===== config.mk =====
export PLATFORM = sky130hd
export DESIGN_NAME = vga_pixel_serializer_flat
export DESIGN_NICKNAME = d
export VERILOG_FILES = /design/src/rtl/vga_pixel_serializer_if.sv /design/src/rtl/vga_pixel_serializer.sv /design/src/flat_wrapper.sv
export SDC_FILE = /design/constraint.sdc
export NUM_CORES = 1
export LEC_CHECK = 0
export ABC_AREA = 1
export CORE_MARGIN = 2
export CORE_UTILIZATION = 40
export CTS_CLUSTER_SIZE = 16
export DETAILED_ROUTE_END_ITERATION = 7
export PLACE_DENSITY = 0.64
export SETUP_SLACK_MARGIN = 0.15
export SLEW_MARGIN = 20
export SYNTH_ARGS = -nofsm -noshare
export SYNTH_HDL_FRONTEND = slang
export SYNTH_SLANG_ARGS = --single-unit

===== constraint.sdc =====
create_clock -name vga_clk -period 1.5 [get_ports vga_clk]
set_input_delay 0.375 -clock vga_clk [delete_from_list [all_inputs] [get_ports vga_clk]]
set_output_delay 0.375 -clock vga_clk [all_outputs]
set_load 0.02 [all_outputs]

===== src/rtl/vga_pixel_serializer_if.sv =====
// Load-side handshake between fetch logic and the pixel serializer.
// PIXEL_INVERT_EN adds a per-word invert flag that travels with word_in.
interface vga_pixel_serializer_if #(parameter int WIDTH = 8);
  logic [WIDTH-1:0] word_in;
  logic             word_valid;
  logic             word_ready;
`ifdef PIXEL_INVERT_EN
  logic             word_invert;

  modport master (output word_in, word_valid, word_invert, input word_ready);
  modport slave  (input word_in, word_valid, word_invert, output word_ready);
`else
  modport master (output word_in, word_valid, input word_ready);
  modport slave  (input word_in, word_valid, output word_ready);
`endif
endinterface


===== src/rtl/vga_pixel_serializer.sv =====
// Word-to-pixel shifter with one-word holding buffer, bit order select, pixel repeat and underrun flags.
// Optional PIXEL_INVERT_EN: per-word invert flag XORed onto shifted pixels.
module vga_pixel_serializer #(
  parameter int WIDTH     = 8,
  parameter int SCALE     = 1,
  parameter int LSB_FIRST = 0
) (
  input  logic vga_clk,
  input  logic reset,
  input  logic display_area,
  vga_pixel_serializer_if.slave load,
  output logic pixel_out,
  output logic pixel_active,
  output logic underrun,
  output logic underrun_seen
);
  localparam int BW = (WIDTH > 1) ? $clog2(WIDTH) : 1;
  localparam int RW = (SCALE > 1) ? $clog2(SCALE) : 1;
  localparam logic [BW-1:0] BIT_LAST = BW'(WIDTH - 1);
  localparam logic [RW-1:0] REP_LAST = RW'(SCALE - 1);
  localparam int FIRST = (LSB_FIRST != 0) ? 0 : WIDTH - 1;

  logic [WIDTH-1:0] hold, shreg;
  logic             hold_full;
  logic [BW-1:0]    bit_idx, pos;
  logic [RW-1:0]    rep_cnt;
  logic             hold_inv, sh_inv;
  logic             word_start, xfer, consume;

  assign load.word_ready = ~hold_full;
  assign xfer       = load.word_valid & ~hold_full;
  assign word_start = (bit_idx == '0) && (rep_cnt == '0);
  assign consume    = display_area & word_start & hold_full;
  assign pos        = (LSB_FIRST != 0) ? bit_idx : BIT_LAST - bit_idx;

`ifdef PIXEL_INVERT_EN
  always_ff @(posedge vga_clk or posedge reset) begin
    if (reset) begin
      hold_inv <= 1'b0;
      sh_inv   <= 1'b0;
    end else begin
      if (xfer) hold_inv <= load.word_invert;
      // underrun slots shift zeros and must stay zero, so drop the invert too
      if (display_area && word_start) sh_inv <= hold_full ? hold_inv : 1'b0;
    end
  end
`else
  assign hold_inv = 1'b0;
  assign sh_inv   = 1'b0;
`endif

  always_ff @(posedge vga_clk or posedge reset) begin
    if (reset) begin
      hold          <= '0;
      hold_full     <= 1'b0;
      shreg         <= '0;
      bit_idx       <= '0;
      rep_cnt       <= '0;
      pixel_out     <= 1'b0;
      pixel_active  <= 1'b0;
      underrun      <= 1'b0;
      underrun_seen <= 1'b0;
    end else begin
      underrun <= 1'b0;
      if (xfer) hold <= load.word_in;
      // ready is low whenever a consume can happen, so load and consume never collide
      if (consume)   hold_full <= 1'b0;
      else if (xfer) hold_full <= 1'b1;

      if (!display_area) begin
        // blanking discards any partial word but keeps the prefetched hold
        bit_idx      <= '0;
        rep_cnt      <= '0;
        pixel_out    <= 1'b0;
        pixel_active <= 1'b0;
      end else begin
        if (word_start) begin
          if (hold_full) begin
            shreg        <= hold;
            pixel_out    <= hold[FIRST] ^ hold_inv;
            pixel_active <= 1'b1;
          end else begin
            underrun      <= 1'b1;
            underrun_seen <= 1'b1;
            shreg         <= '0;
            pixel_out     <= 1'b0;
            pixel_active  <= 1'b0;
          end
        end else begin
          pixel_out <= shreg[pos] ^ sh_inv;
        end

        if (rep_cnt == REP_LAST) begin
          rep_cnt <= '0;
          bit_idx <= (bit_idx == BIT_LAST) ? '0 : bit_idx + BW'(1);
        end else begin
          rep_cnt <= rep_cnt + RW'(1);
        end
      end
    end
  end
endmodule


===== src/flat_wrapper.sv =====
// flat-port wrapper written by rule: the top's interface ports become plain ports
module vga_pixel_serializer_flat 
#(
  parameter int WIDTH     = 8,
  parameter int SCALE     = 1,
  parameter int LSB_FIRST = 0
)
  (vga_clk, reset, display_area, pixel_out, pixel_active, underrun, underrun_seen, load_word_in, load_word_valid, load_word_ready);
  vga_pixel_serializer_if #(.WIDTH(WIDTH)) load_i ();
  input  logic vga_clk;
  input  logic reset;
  input  logic display_area;
  output logic pixel_out;
  output logic pixel_active;
  output logic underrun;
  output logic underrun_seen;
  input wire logic [$bits(load_i.word_in)-1:0] load_word_in;
  input wire logic [$bits(load_i.word_valid)-1:0] load_word_valid;
  output wire logic [$bits(load_i.word_ready)-1:0] load_word_ready;
  assign load_i.word_in = load_word_in;
  assign load_i.word_valid = load_word_valid;
  assign load_word_ready = load_i.word_ready;
  vga_pixel_serializer #(.WIDTH(WIDTH), .SCALE(SCALE), .LSB_FIRST(LSB_FIRST)) u_core (.vga_clk(vga_clk), .reset(reset), .display_area(display_area), .load(load_i), .pixel_out(pixel_out), .pixel_active(pixel_active), .underrun(underrun), .underrun_seen(underrun_seen));
endmodule

-- Word level (Yosys, flattened, before mapping)
Cells that the tools add are included.
- register bits after elaboration: 25
- input port bits: 12
- output and inout bits: 5
- word-level logic and storage cells: 45
- add/subtract/negate cells: 3
- order comparisons: 1
- equal/unequal tests: 3
- mux-type cells: 19
- bitwise operators: 5
- reduce and logical (&&, ||, !) cells: 5
- operator list (operator ; number):
    $mux W1 ; 14
    $mux W3 ; 3
    $mux W8 ; 1
    $lt A3 B4 Y1 const B ; 1
    $add A3 B1 Y3 const B ; 1
    $and A1 B1 Y1 ; 3
    $bmux W1 S3 ; 1
    $eq A3 B3 Y1 const B ; 1
    $logic_not A3 Y1 ; 1
    $reduce_and A3 Y1 ; 1
    $sub A3 B3 Y3 const A ; 1
    $ne A2 B1 Y1 const B ; 1
    $ne A2 B2 Y1 const B ; 1
    $not A1 Y1 ; 2
    $reduce_and A2 Y1 ; 1
    $reduce_bool A2 Y1 ; 1
    $add A1 B1 Y1 const B ; 1
    $logic_and A1 B1 Y1 ; 1

-- Depth between registers and ports, before layout
Gate-level depths: netlist of the first run.
- depth in word-level cells: 5
- gate-level depth with buffers: 7
- depth with buffers taken out: 7

-- Worst setup path after synthesis of the first run
OpenSTA, ideal clock, no wires.
- path kind: reg-to-reg
- start: register u_core.bit_idx[0]
- end: register u_core.hold_full
- setup time: 0.120 ns
- arrival: 1.168 ns
- slack: 0.213 ns
- stages on the path, launching flop included: 8
- path buffers: 0
- period minus slack after synthesis: 1.287 ns
- path through: dfrtp_1 inv_1 ha_1 nand2_1 nor2_4 nand2_1 o21ai_0 inv_1
- longest elaborated chain between the ends: 5
- elaborated cells on any way between the ends: 6
- those cells by class: 1 x mux; 2 x bitwise; 3 x reduce/logical
- ends and longest elaborated chain (what ; line ; RTL):
    from (decl) ; vga_pixel_serializer.sv:25 ; logic [BW-1:0] bit_idx, pos;
    from (signal assigned) ; vga_pixel_serializer.sv:95 ; bit_idx <= (bit_idx == BIT_LAST) ? '0 : bit_idx + BW'(1);
    $logic_not A3 Y1 * ; vga_pixel_serializer.sv:32 ; assign word_start = (bit_idx == '0) && (rep_cnt == '0);
    $logic_and A1 B1 Y1 * ; vga_pixel_serializer.sv:32 ;
    $and A1 B1 Y1 * (2 in series) ; vga_pixel_serializer.sv:33 ; assign consume = display_area & word_start & hold_full;
    $mux W1 or $reduce_bool A2 Y1 (tied branches) ; n/a ;
    to (signal assigned) ; vga_pixel_serializer.sv:55 ; hold_full <= 1'b0;
    to (signal assigned) ; vga_pixel_serializer.sv:67 ; if (consume) hold_full <= 1'b0;
    to (signal assigned) ; vga_pixel_serializer.sv:68 ; else if (xfer) hold_full <= 1'b1;
    to (decl) ; vga_pixel_serializer.sv:24 ; logic hold_full;
Every way passes the cells marked *; elsewhere a longest branch is shown, timed or not.
A chain may end at the register's enable or synchronous reset.

-- Final worst setup path of the first run
- start: register u_core.bit_idx[0]
- end: register u_core.shreg[4]
- longest elaborated chain between the ends: 3
- ends and longest elaborated chain (what ; line ; RTL):
    $logic_not A3 Y1 ; vga_pixel_serializer.sv:32 ;
    $logic_and A1 B1 Y1 ; vga_pixel_serializer.sv:32 ;
    $reduce_and A2 Y1 (no source line) ; n/a ;
    to (signal assigned) ; vga_pixel_serializer.sv:79 ; shreg <= hold;
    to (decl) ; vga_pixel_serializer.sv:23 ; logic [WIDTH-1:0] hold, shreg;
No other way between the ends.

==> key figures, run 1 <==
Floorplan
  – Cell row count: 18
  – I/O pin count: 17
  – Horiz. Die Dim: 54.77 um
  – Die Y-Extent: 54.77 um
  – Core area: 0.002455 mm^2
  – Initial Utilization: 0.4200
  – DIE AREA: 0.003000 mm^2

GRT
  – Initial antenna violation count: 0
  – Total track usage: 0.1464
  – Vias in the first global route: 707
  – Largest net degree at the start of global routing: 25
  – Total gr overflow: 0
  – Global-route wire length before repair: 3056 um

Final layout
  – Register area: 600.6 um^2
  – Area of the multi-input gates: 349.1 um^2
  – Nets: 156
  – Antenna Cells: 0
  – Share of cells above drive strength 1: 0.2553
  – Design area: 0.001365 mm^2
  – Fill count: 210
  – Area Overhead vs Synth: 32.40%

Clocking
  – Worst-Skew Late Latency: 320 ps
  – Clock tree root driver cell: clkbuf_4
  – Clock-pin transition on the worst setup and hold timing paths: 140 ps
  – CTS tree: done
  – Cts bufs inserted: 3
  – H-tree Lvls: 1
  – Max Root-Sink Buffers: 2
  – Cts hold-fix bufs: 0
  – # clock sinks: 24

Yosys
  – Syn. warnings: 0
  – Post-Synthesis Cells: 111
  – Adder-Cell Fraction of Synth Area: 0.02427
  – Simple-gate share of the synthesized area: 0.1808
  – Syn avg cell area: 9.288 um^2
  – Cell variety after synth: 16
  – Post-synthesis xor/xnor area fraction: 0
  – Syn nets: 125
  – Cell Area, Synth: 0.001031 mm^2
  – Mux cell area share after synthesis: 0
  – Yosys reg bits: 24
  – Largest family of logic cells by synthesized area: simple AND/OR/NAND/NOR gates
  – Compound-cell area share of the yosys netlist: 0.1068
  – Sequential fraction of the synthesis area: 0.5825

Worst setup path
  – Worst EP required: 1750 ps
  – Setup crit end kind: flop
  – Worst reg-to-reg path cell count: 7
  – Reg2Reg Launch Point: u_core.bit_idx[0]
  – Setup CP Type: flop to flop
  – Startpoint type of the worst setup path: flop
  – Critical Path Fanout Max: 5
  – Worst EP arrival: 1550 ps
  – RR Endpoint: u_core.shreg[4]
  – R2R Setup Slk: 210 ps

Timing
  – Fin. Hold Viols: 0
  – Worst Skew: 6.613 ps
  – Max_slew headroom: 0.7988
  – Final Setup Violations: 0
  – Max Clock Freq: 772.6 MHz
  – Fin crit share: 0.8629
  – Unrepaired setup endpoints after global routing: false
  – Worst Tran Pin Value: 301.9 ps
  – Fin Setup TNS: 0 ps
  – Count of pins over their slew limit: 0
  – Final Critical Period: 1294 ps
  – Final WS setup: 205.7 ps

Place
  – IO buf count: 16
  – Routability Congestion: 0.7369
  – Pre-CTS setup slack: 2.127 ps
  – Post-DP HPWL: 1389 um
  – Post-place instance area: 0.001259 mm^2

Drt
  – Average wire per standard cell: 11.22 um
  – First-pass detailed-route iteration total: 4
  – Detailed Route Iter0 Violations: 17
  – DR vias: 796
  – Final ANT Viol Nets: 0
  – Vias per inst: 4.655
  – Remaining DRCs: 0
  – Routed wire length: 1918 um

Hold path
  – HP Class: input pin to async pin

Power and ir drop
  – Pwr/cell area: 1354 mW/mm^2
  – Leak: 0.6968 nW
  – Worst VDD drop: 0.8354 mV

Flow run
  – Maxcap violations: 0

Outcome
  – Run status: complete, no violations
[synthesized netlist by cell type]
cell type  number  share of area
a21oi_1         2         0.0097
buf_6           2          0.022
dfrtp_1        24           0.58
ha_1            2          0.024
inv_1          21          0.076
inv_2           2         0.0073
nand2_1        28           0.10
nand2_2         1         0.0061
nand3_1        10          0.049
nor2_1          2         0.0073
nor2_4          1          0.011
o21ai_0         4          0.019
o21ai_1         1         0.0048
o21ai_2         5          0.042
o22ai_1         5          0.030
or2_1           1         0.0061
[final cells by class]
type	count	share of cell area
multi-input cells	62	0.2557
clock buffers	3	0.01650
repair buffers	28	0.1751
inverters	23	0.06324
well taps	30	0.02750
clock inverters	1	0.02200
flip-flops and latches	24	0.4400
[logic make-up (layout without fill, tap and decap cells)]
family,Yosys count,count (layout)
AO/OA/AOI/OAI,17,17
flip-flops,24,24
adder cells (fa/ha/maj),2,2
AND/OR/NAND/NOR,43,43
buffers and inverters,25,55
[how the worst max path moves through the flow]
| stage | start | to | slack, ps |
|---|---|---|---|
| after floorplan | u_core.bit_idx[0] | u_core.hold_full | 210 |
| after global placement | display_area | u_core.hold_full | 10 |
| after detailed placement | display_area | u_core.hold_full | 2 |
| after CTS | u_core.pixel_out | pixel_out | 160 |
| after global routing | u_core.bit_idx[0] | u_core.shreg[4] | 120 |
| final | u_core.bit_idx[0] | u_core.shreg[4] | 210 |
[state kept, by name, summed over array words and instances (netlist names)]
register	count
u_core.hold	8
u_core.shreg	8
u_core.bit_idx	3
u_core.hold_full	1
u_core.pixel_active	1
u_core.pixel_out	1
u_core.underrun	1
u_core.underrun_seen	1
[report_power, final]
group	switching (mW)	internal, mW
Sequential	0.0582	0.816
Clock	0.201	0.270
Combinational	0.281	0.221
Total	0.540	1.31
[per-layer routing]
metal	GRT usage	share of wire	up-vias
li1	-	-	405
met2	0.2460	0.51	15
met5	0	0	-
met3	0.05738	0.054	2
met1	0.1785	0.43	374
met4	0.02500	0.0026	0
[cells in the final DEF (no fill, tap or decap), types with 2 or more instances in the layout]
cell / count
a21oi_1: 2
buf_2: 4
buf_4: 10
buf_6: 3
clkbuf_4: 3
clkdlybuf4s50_1: 11
dfrtp_1: 24
inv_1: 19
inv_2: 4
nand2_1: 27
nand3_1: 9
o21ai_0: 3
o21ai_1: 2
o21ai_2: 5
o22ai_1: 5
[through the flow]
step	cells	hold slack (ps)	power, mW	util
after floorplan	111	389.6	1.210	-
after global placement	162	447.9	1.352	0.5127
after detailed placement	162	453.9	1.366	0.5127
after CTS	167	381.1	1.828	0.5321
after global routing	171	430.4	1.980	0.5561
final	171	377.0	1.848	0.5561
[repair_timing]
item / 4_1_cts / 5_1_grt
setup buffers: 1 / 4
pin swaps: 0 / 1
endpoints found under the setup margin: 6 / 13
gates resized for setup: 19 / 14
[worst max-delay path: stages (launching register included)]
cell and delay, ps:
dfrtp_1 420, inv_2 120, ha_4 150, nand2_1 80, nor2_4 190, buf_6 140
nand3_1 60, o21ai_1 80
Power figures use the tool's default switching activity.
==> run 2: changes to the inputs <==
--- a/config.mk
+++ b/config.mk
@@ -12,7 +12,6 @@
 export DETAILED_ROUTE_END_ITERATION = 7
 export PLACE_DENSITY = 0.64
 export SETUP_SLACK_MARGIN = 0.15
-export SLEW_MARGIN = 20
 export SYNTH_ARGS = -nofsm -noshare
 export SYNTH_HDL_FRONTEND = slang
 export SYNTH_SLANG_ARGS = --single-unit
==> results of run 2 <==
Same layout as run 1: the final DEF is identical, and so are final timing and power.
